$ cat src/rtl/unified_mem_arbiter_pkg.sv
// Shared constants and FSM encoding for the unified instruction/data memory arbiter.
package unified_mem_arbiter_pkg;

  localparam logic       RstEnable = 1'b1;
  localparam int         StallIfId = 1;
  localparam int         StallMem  = 4;
  localparam logic [3:0] SelAll    = 4'b1111;

  typedef enum logic [1:0] {
    IDLE      = 2'd0,
    DATA_BUSY = 2'd1,
    INST_BUSY = 2'd2
  } arb_state_e;

endpackage

$ cat src/rtl/unified_mem_arbiter_if.sv
// Request/acknowledge bus between the arbiter (master) and the single-ported memory (slave).
interface unified_mem_arbiter_if #(
  parameter int ADDR_W = 32,
  parameter int DATA_W = 32
);

  logic              req;
  logic              we;
  logic [3:0]        sel;
  logic [ADDR_W-1:0] addr;
  logic [DATA_W-1:0] wdata;
  logic              ack;
  logic [DATA_W-1:0] rdata;

  modport master (output req, we, sel, addr, wdata, input ack, rdata);
  modport slave  (input req, we, sel, addr, wdata, output ack, rdata);

endinterface

$ cat src/rtl/unified_mem_arbiter.sv
// Serialises instruction fetches and data accesses onto one memory port,
// holding returned read data until the pipeline consumes it.
module unified_mem_arbiter
  import unified_mem_arbiter_pkg::*;
#(
  parameter int ADDR_W = 32,
  parameter int DATA_W = 32
) (
  input  logic                  clk,
  input  logic                  rst,
  input  logic [5:0]            stall_i,
  input  logic                  inst_ce_i,
  input  logic [ADDR_W-1:0]     inst_addr_i,
  output logic [DATA_W-1:0]     inst_data_o,
  output logic                  stallreq_inst_o,
  input  logic                  data_ce_i,
  input  logic                  data_we_i,
  input  logic [3:0]            data_sel_i,
  input  logic [ADDR_W-1:0]     data_addr_i,
  input  logic [DATA_W-1:0]     data_wdata_i,
  output logic [DATA_W-1:0]     data_rdata_o,
  output logic                  stallreq_data_o,
  unified_mem_arbiter_if.master mem
);

  arb_state_e        state_q, state_d;
  logic              req_q, req_d;
  logic              we_q, we_d;
  logic [3:0]        sel_q, sel_d;
  logic [ADDR_W-1:0] addr_q, addr_d;
  logic [DATA_W-1:0] wdata_q, wdata_d;
  logic [DATA_W-1:0] inst_buf_q, inst_buf_d;
  logic [DATA_W-1:0] data_buf_q, data_buf_d;
  logic              inst_done_q, inst_done_d;
  logic              data_done_q, data_done_d;
  logic              inst_pending, data_pending;
  logic              unused_stall;

  assign unused_stall = ^{stall_i[5], stall_i[3:2], stall_i[0]};

  assign inst_pending    = inst_ce_i & ~inst_done_q;
  assign data_pending    = data_ce_i & ~data_done_q;
  assign stallreq_inst_o = (rst != RstEnable) & inst_pending;
  assign stallreq_data_o = (rst != RstEnable) & data_pending;

  assign mem.req      = req_q;
  assign mem.we       = we_q;
  assign mem.sel      = sel_q;
  assign mem.addr     = addr_q;
  assign mem.wdata    = wdata_q;
  assign inst_data_o  = inst_buf_q;
  assign data_rdata_o = data_buf_q;

  always_comb begin
    state_d     = state_q;
    req_d       = req_q;
    we_d        = we_q;
    sel_d       = sel_q;
    addr_d      = addr_q;
    wdata_d     = wdata_q;
    inst_buf_d  = inst_buf_q;
    data_buf_d  = data_buf_q;
    inst_done_d = inst_done_q;
    data_done_d = data_done_q;

    // A done flag only retires once its pipeline stage is free to take the buffer.
    if (inst_done_q && !stall_i[StallIfId]) inst_done_d = 1'b0;
    if (data_done_q && !stall_i[StallMem])  data_done_d = 1'b0;

    case (state_q)
      IDLE: begin
        if (data_pending) begin
          req_d   = 1'b1;
          we_d    = data_we_i;
          sel_d   = data_sel_i;
          addr_d  = data_addr_i;
          wdata_d = data_wdata_i;
          state_d = DATA_BUSY;
        end else if (inst_pending) begin
          req_d   = 1'b1;
          we_d    = 1'b0;
          sel_d   = SelAll;
          addr_d  = inst_addr_i;
          state_d = INST_BUSY;
        end
      end
      DATA_BUSY: begin
        if (mem.ack) begin
          req_d       = 1'b0;
          we_d        = 1'b0;
          data_done_d = 1'b1;
          if (!we_q) data_buf_d = mem.rdata;
          state_d     = IDLE;
        end
      end
      INST_BUSY: begin
        if (mem.ack) begin
          req_d       = 1'b0;
          we_d        = 1'b0;
          inst_done_d = 1'b1;
          inst_buf_d  = mem.rdata;
          state_d     = IDLE;
        end
      end
      default: state_d = IDLE;
    endcase
  end

  always_ff @(posedge clk) begin
    if (rst == RstEnable) begin
      state_q     <= IDLE;
      req_q       <= 1'b0;
      we_q        <= 1'b0;
      sel_q       <= '0;
      addr_q      <= '0;
      wdata_q     <= '0;
      inst_buf_q  <= '0;
      data_buf_q  <= '0;
      inst_done_q <= 1'b0;
      data_done_q <= 1'b0;
    end else begin
      state_q     <= state_d;
      req_q       <= req_d;
      we_q        <= we_d;
      sel_q       <= sel_d;
      addr_q      <= addr_d;
      wdata_q     <= wdata_d;
      inst_buf_q  <= inst_buf_d;
      data_buf_q  <= data_buf_d;
      inst_done_q <= inst_done_d;
      data_done_q <= data_done_d;
    end
  end

endmodule

$ cat src/flat_wrapper.sv
// flat-port wrapper written by rule: the top's interface ports become plain ports
module unified_mem_arbiter_flat import unified_mem_arbiter_pkg::*;
#(
  parameter int ADDR_W = 32,
  parameter int DATA_W = 32
)
  (clk, rst, stall_i, inst_ce_i, inst_addr_i, inst_data_o, stallreq_inst_o, data_ce_i, data_we_i, data_sel_i, data_addr_i, data_wdata_i, data_rdata_o, stallreq_data_o, mem_req, mem_we, mem_sel, mem_addr, mem_wdata, mem_ack, mem_rdata);
  unified_mem_arbiter_if #(.ADDR_W(ADDR_W), .DATA_W(DATA_W)) mem_i ();
  input  logic clk;
  input  logic rst;
  input  logic [5:0] stall_i;
  input  logic inst_ce_i;
  input  logic [ADDR_W-1:0] inst_addr_i;
  output logic [DATA_W-1:0] inst_data_o;
  output logic stallreq_inst_o;
  input  logic data_ce_i;
  input  logic data_we_i;
  input  logic [3:0] data_sel_i;
  input  logic [ADDR_W-1:0] data_addr_i;
  input  logic [DATA_W-1:0] data_wdata_i;
  output logic [DATA_W-1:0] data_rdata_o;
  output logic stallreq_data_o;
  output wire logic [$bits(mem_i.req)-1:0] mem_req;
  output wire logic [$bits(mem_i.we)-1:0] mem_we;
  output wire logic [$bits(mem_i.sel)-1:0] mem_sel;
  output wire logic [$bits(mem_i.addr)-1:0] mem_addr;
  output wire logic [$bits(mem_i.wdata)-1:0] mem_wdata;
  input wire logic [$bits(mem_i.ack)-1:0] mem_ack;
  input wire logic [$bits(mem_i.rdata)-1:0] mem_rdata;
  assign mem_req = mem_i.req;
  assign mem_we = mem_i.we;
  assign mem_sel = mem_i.sel;
  assign mem_addr = mem_i.addr;
  assign mem_wdata = mem_i.wdata;
  assign mem_i.ack = mem_ack;
  assign mem_i.rdata = mem_rdata;
  unified_mem_arbiter #(.ADDR_W(ADDR_W), .DATA_W(DATA_W)) u_core (.clk(clk), .rst(rst), .stall_i(stall_i), .inst_ce_i(inst_ce_i), .inst_addr_i(inst_addr_i), .inst_data_o(inst_data_o), .stallreq_inst_o(stallreq_inst_o), .data_ce_i(data_ce_i), .data_we_i(data_we_i), .data_sel_i(data_sel_i), .data_addr_i(data_addr_i), .data_wdata_i(data_wdata_i), .data_rdata_o(data_rdata_o), .stallreq_data_o(stallreq_data_o), .mem(mem_i));
endmodule
$ cat config.mk
export PLATFORM = sky130hd
export DESIGN_NAME = unified_mem_arbiter_flat
export DESIGN_NICKNAME = d
export VERILOG_FILES = /design/src/rtl/unified_mem_arbiter_pkg.sv /design/src/rtl/unified_mem_arbiter_if.sv /design/src/rtl/unified_mem_arbiter.sv /design/src/flat_wrapper.sv
export SDC_FILE = /design/constraint.sdc
export NUM_CORES = 1
export LEC_CHECK = 0
export CAP_MARGIN = 25
export CORE_AREA = 2 2 108 110
export DETAILED_ROUTE_END_ITERATION = 7
export DIE_AREA = 0 0 110 112
export DONT_BUFFER_PORTS = 1
export PLACE_DENSITY = 0.75
export REMOVE_ABC_BUFFERS = 1
export SYNTH_ARGS = -nofsm -noshare
export SYNTH_HDL_FRONTEND = slang
export SYNTH_SLANG_ARGS = --single-unit
export TNS_END_PERCENT = 50
$ cat constraint.sdc
create_clock -name clk -period 1.8 [get_ports clk]
set_input_delay 0.54 -clock clk [delete_from_list [all_inputs] [get_ports clk]]
set_output_delay 0.54 -clock clk [all_outputs]
set_load 0.02 [all_outputs]
# Yosys cells after proc, flatten, opt, wreduce, memory -nomap -nowiden
# Cells that the tools add are included.
[totals]
register_bits = 138
latch_bits = 0
ram_bits = 0
mem_bits_ro = 0
in_bits = 144
output_inout_bits = 136
word_cells = 57
mem_count = 0
[classes]
n_addsub = 0
n_mul = 0
n_div = 0
n_lt_le_gt_ge = 0
n_eq_ne = 4
shifts = 0
mux = 21
n_bitwise = 8
reduce_logical = 14
[ops]
columns = ["op", "count"]
rows = [
  ["32-bit two-way mux", 2],
  ["1-bit two-way mux", 11],
  ["4-bit two-way mux", 2],
  ["2-bit AND reduction", 4],
  ["2-bit two-way mux", 3],
  ["3-bit AND reduction", 2],
  ["1-bit bitwise AND", 4],
  ["1-bit inverter", 4],
  ["1-bit case mux with 2 select lines", 2],
  ["2-bit case mux with 2 select lines", 1],
  ["2-bit nonzero test", 2],
  ["3-bit by 1-bit != test with 1-bit output (second input constant)", 1],
  ["2-bit by 1-bit equality test with 1-bit output (second input constant)", 1],
  ["2-bit equality test (second input constant)", 1],
  ["1-bit logical AND", 2],
  ["1-bit logical NOT", 2],
  ["2-bit logical NOT", 1],
  ["2-bit by 1-bit != test with 1-bit output (second input constant)", 1],
  ["2-bit OR reduction", 1],
]

# Logic depth before layout (Yosys ltp)
[logic_depth]
ltp_word = 5
depth_mapped = 8
ltp_nobuf = 6

# Worst setup path before layout
# No wires, ideal clock.
[synth_timing]
path_type = "input to output"
from = "input port rst"
to = "output port stallreq_data_o"
arrival_time_ns = 1.404
required_time_ns = 1.260
setup_slack_ns = -0.144
cell_stages = 4
n_path_buf = 3
cell_sequence = "clkbuf_1 clkbuf_1 clkbuf_1 nor2_1"
[synth_via]
elab_chain_len = 2
[synth_rtl]
columns = ["item", "line_no", "text"]
rows = [
  ["start, declared", "flat_wrapper.sv:10", "input logic rst;"],
  ["1-bit inverter", "unified_mem_arbiter.sv:44", "assign stallreq_data_o = (rst != RstEnable) & data_pending;"],
  ["1-bit bitwise AND", "unified_mem_arbiter.sv:44", ""],
  ["end, declared", "flat_wrapper.sv:22", "output logic stallreq_data_o;"],
]
# No other way between the ends.

# Final worst setup path
[layout_timing]
from = "register u_core.data_done_q"
to = "output port stallreq_data_o"
[layout_via]
elab_chain_len = 3
[layout_rtl]
columns = ["item", "line_no", "text"]
rows = [
  ["start, declared", "unified_mem_arbiter.sv:35", "logic data_done_q, data_done_d;"],
  ["start signal, assigned", "unified_mem_arbiter.sv:131", "data_done_q <= data_done_d;"],
  ["1-bit inverter", "unified_mem_arbiter.sv:42", "assign data_pending = data_ce_i & ~data_done_q;"],
  ["1-bit bitwise AND", "unified_mem_arbiter.sv:42", ""],
  ["1-bit bitwise AND", "unified_mem_arbiter.sv:44", ""],
]
# No other way between the ends.

==> metrics.yaml <==
synthesis:
  synth_area_leaders: "dfxtp_1, nand2_1, a21oi_1"
  synth.top_cell.area_share: 0.513
  ys_ff_latch: 138
  yosysSeqAreaShare: 0.513
  yosysTopAreaCell: "dfxtp_1"
  synthDistinctLibCells: 25
  avgSynthCellArea_um2: 8.17
  syn_area_um2: 5390
  syn-instance-count: 659
  ys_warn_count: 0
min_path:
  hp-start: "rst"
  hold_end: "u_core.data_rdata_o[8]$_SDFFE_PP0P_"
  hold_path_depth: 1
  hold_class: "in -> reg"
sta:
  worst_slew_pin_slew_ns: 0.395
  fin_ws_ns: 0.0726
  fin_crit_sh: 0.960
  setup_tns_ns: 0
  clock_skew_ns: 0.00629
  rsz0062_at_grt: "false"
  slew_viol_final: 0
  clock.fmax_mhz: 579
  max_slew_margin: 0.737
  finalHoldViolCount: 0
  period_minus_slack_ns: 1.73
  finalSetupViolCount: 0
run:
  max-cap-violations: 0
clocking:
  insertion_delay_ns: 0.41
  htree_levels: 4
  cts_tree: "done"
  cts_made_buffers: 17
  cts_sinks: 138
  clockRootBuffer: "clkbuf_16"
  clk_pin_slew_worst_paths_ns: 0.06
  clock_path_buffers: 2
  cts_setup_buffers: 0
floorplan:
  die_y_um: 112
  rows: 39
  die_w_um: 110
  dieArea_um2: 12300
  coreArea_um2: 11200
  io_pins: 280
  start_util: 0.482
drt:
  drt_iter0_drc: 361
  drcViolationCount: 0
  via_per_inst: 5.46
  drtAntennaViolNets: 0
  wl_per_cell_um: 17.3
  wirelength_mm: 13.7
  num_vias: 4347
  first_pass_iters: 5
final_layout:
  layoutNonFillerInstCount: 796
  design_area_um2: 6080
  final_nets: 788
  num_antenna_cells: 0
  layout-drive-gt1-share: 0.133
  multi_input_area_um2: 2350
  areaGrowthSynthToFinish_pct: 12.9
  nFillCells: 1009
  seqCellArea_um2: 2760
grt:
  grt_max_degree: 141
  antenna_found_initial: 0
  track_usage: 0.217
  grt_pass1_wl_mm: 20.5
  first_global_vias: 4272
  overflow: 0
worst_setup_path:
  worstPathArrival_ns: 1.19
  r2r-end: "u_core.mem.addr[29]$_SDFFE_PP0P_"
  cp.required_ns: 1.26
  crit_type: "reg -> out"
  critPathCaptureType: "primary output"
  start_kind: "flop"
  worst-path-max-fanout: 7
  timing.rr.start: "u_core.state_q[0]$_SDFFE_PP0P_"
  reg2reg_setup_slack_ns: 0.19
  rr_worst_depth: 7
power:
  powerDensity_nw_per_um2: 1350
  leakage_nw: 2.20
  vdd_drop_max_mv: 0.822
place:
  gp_congestion: 0.775
  io_buffers: 0
  placed_cells_incl_taps: 763
  placed_cell_area_um2: 5460
  pre_cts_ws_ns: 0.0597
  dpl.hpwl_mm: 9.62
run_status:
  outcome: "completed"
==> sequential cells by signal (all words and copies together), names as in the netlist, 2 cells and up <==
name and flops:
u_core.state_q 2, u_core.mem.addr 32, u_core.inst_data_o 32, u_core.mem.sel 4
u_core.data_rdata_o 32, u_core.mem.wdata 32
==> metal layers <==
metal / vias up / wire [um] / global-route usage
met2: 226 / 6990 / 0.385
met5: - / 0 / 0
met3: 24 / 1680 / 0.0943
met4: 0 / 289 / 0.0996
li1: 2120 / - / -
met1: 1977 / 4770 / 0.214
==> cells by family after synthesis <==
| kind of cell | after synthesis | share of synthesized area |
|---|---|---|
| compound gates | 140 | 0.193 |
| fa+ha+maj | 4 | 0.00929 |
| buf+inv | 55 | 0.0532 |
| flops | 138 | 0.513 |
| simple gates | 322 | 0.232 |
==> how the worst max path moves through the flow <==
| stage | start | end | slack, ns | cells after the start |
|---|---|---|---|---|
| 2_1_floorplan | data_ce_i | u_core.mem.sel[0]$_SDFFE_PP0P_ | -0.88 | 4 |
| 3_3_place_gp | inst_ce_i | u_core.mem.addr[8]$_SDFFE_PP0P_ | 0.19 | 5 |
| 3_5_place_dp | u_core.state_q[1]$_SDFFE_PP0P_ | u_core.data_rdata_o[12]$_SDFFE_PP0P_ | 0.06 | 6 |
| 4_1_cts | u_core.inst_done_q$_SDFF_PP0_ | stallreq_inst_o | 0.02 | 3 |
| 5_1_grt | u_core.data_done_q$_SDFF_PP0_ | stallreq_data_o | 0.01 | 3 |
| 6_report | u_core.data_done_q$_SDFF_PP0_ | stallreq_data_o | 0.07 | 3 |
==> worst max-delay path, cell delays in order (launching register included) <==
cell	delay (ns)
dfxtp_1	0.36
nand2b_4	0.21
nor2_1	0.06
buf_4	0.16
==> cell usage after synthesis <==
cell type	number
nand2_1	261
dfxtp_1	138
a21oi_1	101
nor2_1	46
a311oi_2	32
clkbuf_1	23
buf_2	19
buf_6	7
ha_1	4
inv_1	4
nor3_1	4
o21ai_0	4
nand2b_1	2
nor2b_1	2
or2_2	2
a21oi_4	1
a2bb2oi_1	1
a31o_2	1
and2_1	1
buf_1	1
buf_4	1
nand2_2	1
nand2b_4	1
nand3_1	1
nor2_2	1
==> metrics by stage <==
step                      hold slack, ns  total power [W]   util
after floorplan                    0.425          0.00454      -
after global placement             0.434          0.00481  0.489
after detailed placement           0.456          0.00487  0.489
after CTS                          0.178          0.00825  0.541
after global routing               0.171          0.00856  0.544
final                              0.200          0.00819  0.544
==> cells in the final DEF (no fill, tap or decap), types with 2 or more instances in the layout <==
cell        netlist  final
nand2_1         261    261
dfxtp_1         138    138
a21oi_1         101    101
nor2_1           46     45
a311oi_2         32     32
clkbuf_16         0     18
buf_4             1      6
buf_12            0      6
clkinv_4          0      5
inv_1             4      4
nor3_1            4      4
o21ai_0           4      4
clkinv_2          0      4
ha_1              4      3
nand2b_4          1      2
nor2_2            1      2
clkinvlp_4        0      2
bufinv_16         0      2
==> area by class of cell <==
| cell class | count | share of cell area |
|---|---|---|
| inverter | 4 | 0.00247 |
| tap | 143 | 0.0294 |
| multi-input combinational | 466 | 0.387 |
| timing repair buffer | 13 | 0.0313 |
| sequential | 138 | 0.454 |
| clock buffer | 18 | 0.0706 |
| clock inverter | 14 | 0.0247 |
==> report_power, final <==
part | switching (W) | total, W | internal, W | leakage (nW)
combinational | 0.000588 | 0.000992 | 0.000404 | 0.790
clock | 0.00132 | 0.00337 | 0.00204 | 0.282
sequential | 0.000505 | 0.00383 | 0.00333 | 1.13
total | 0.00241 | 0.00819 | 0.00577 | 2.20
==> repair_timing <==
action	4_1_cts	5_1_grt
gates resized for setup	1	3
hold buffers	0	0
cloned	0	1
setup endpoints to repair	1	42
Note: power is estimated with default switching activity, not from simulation.
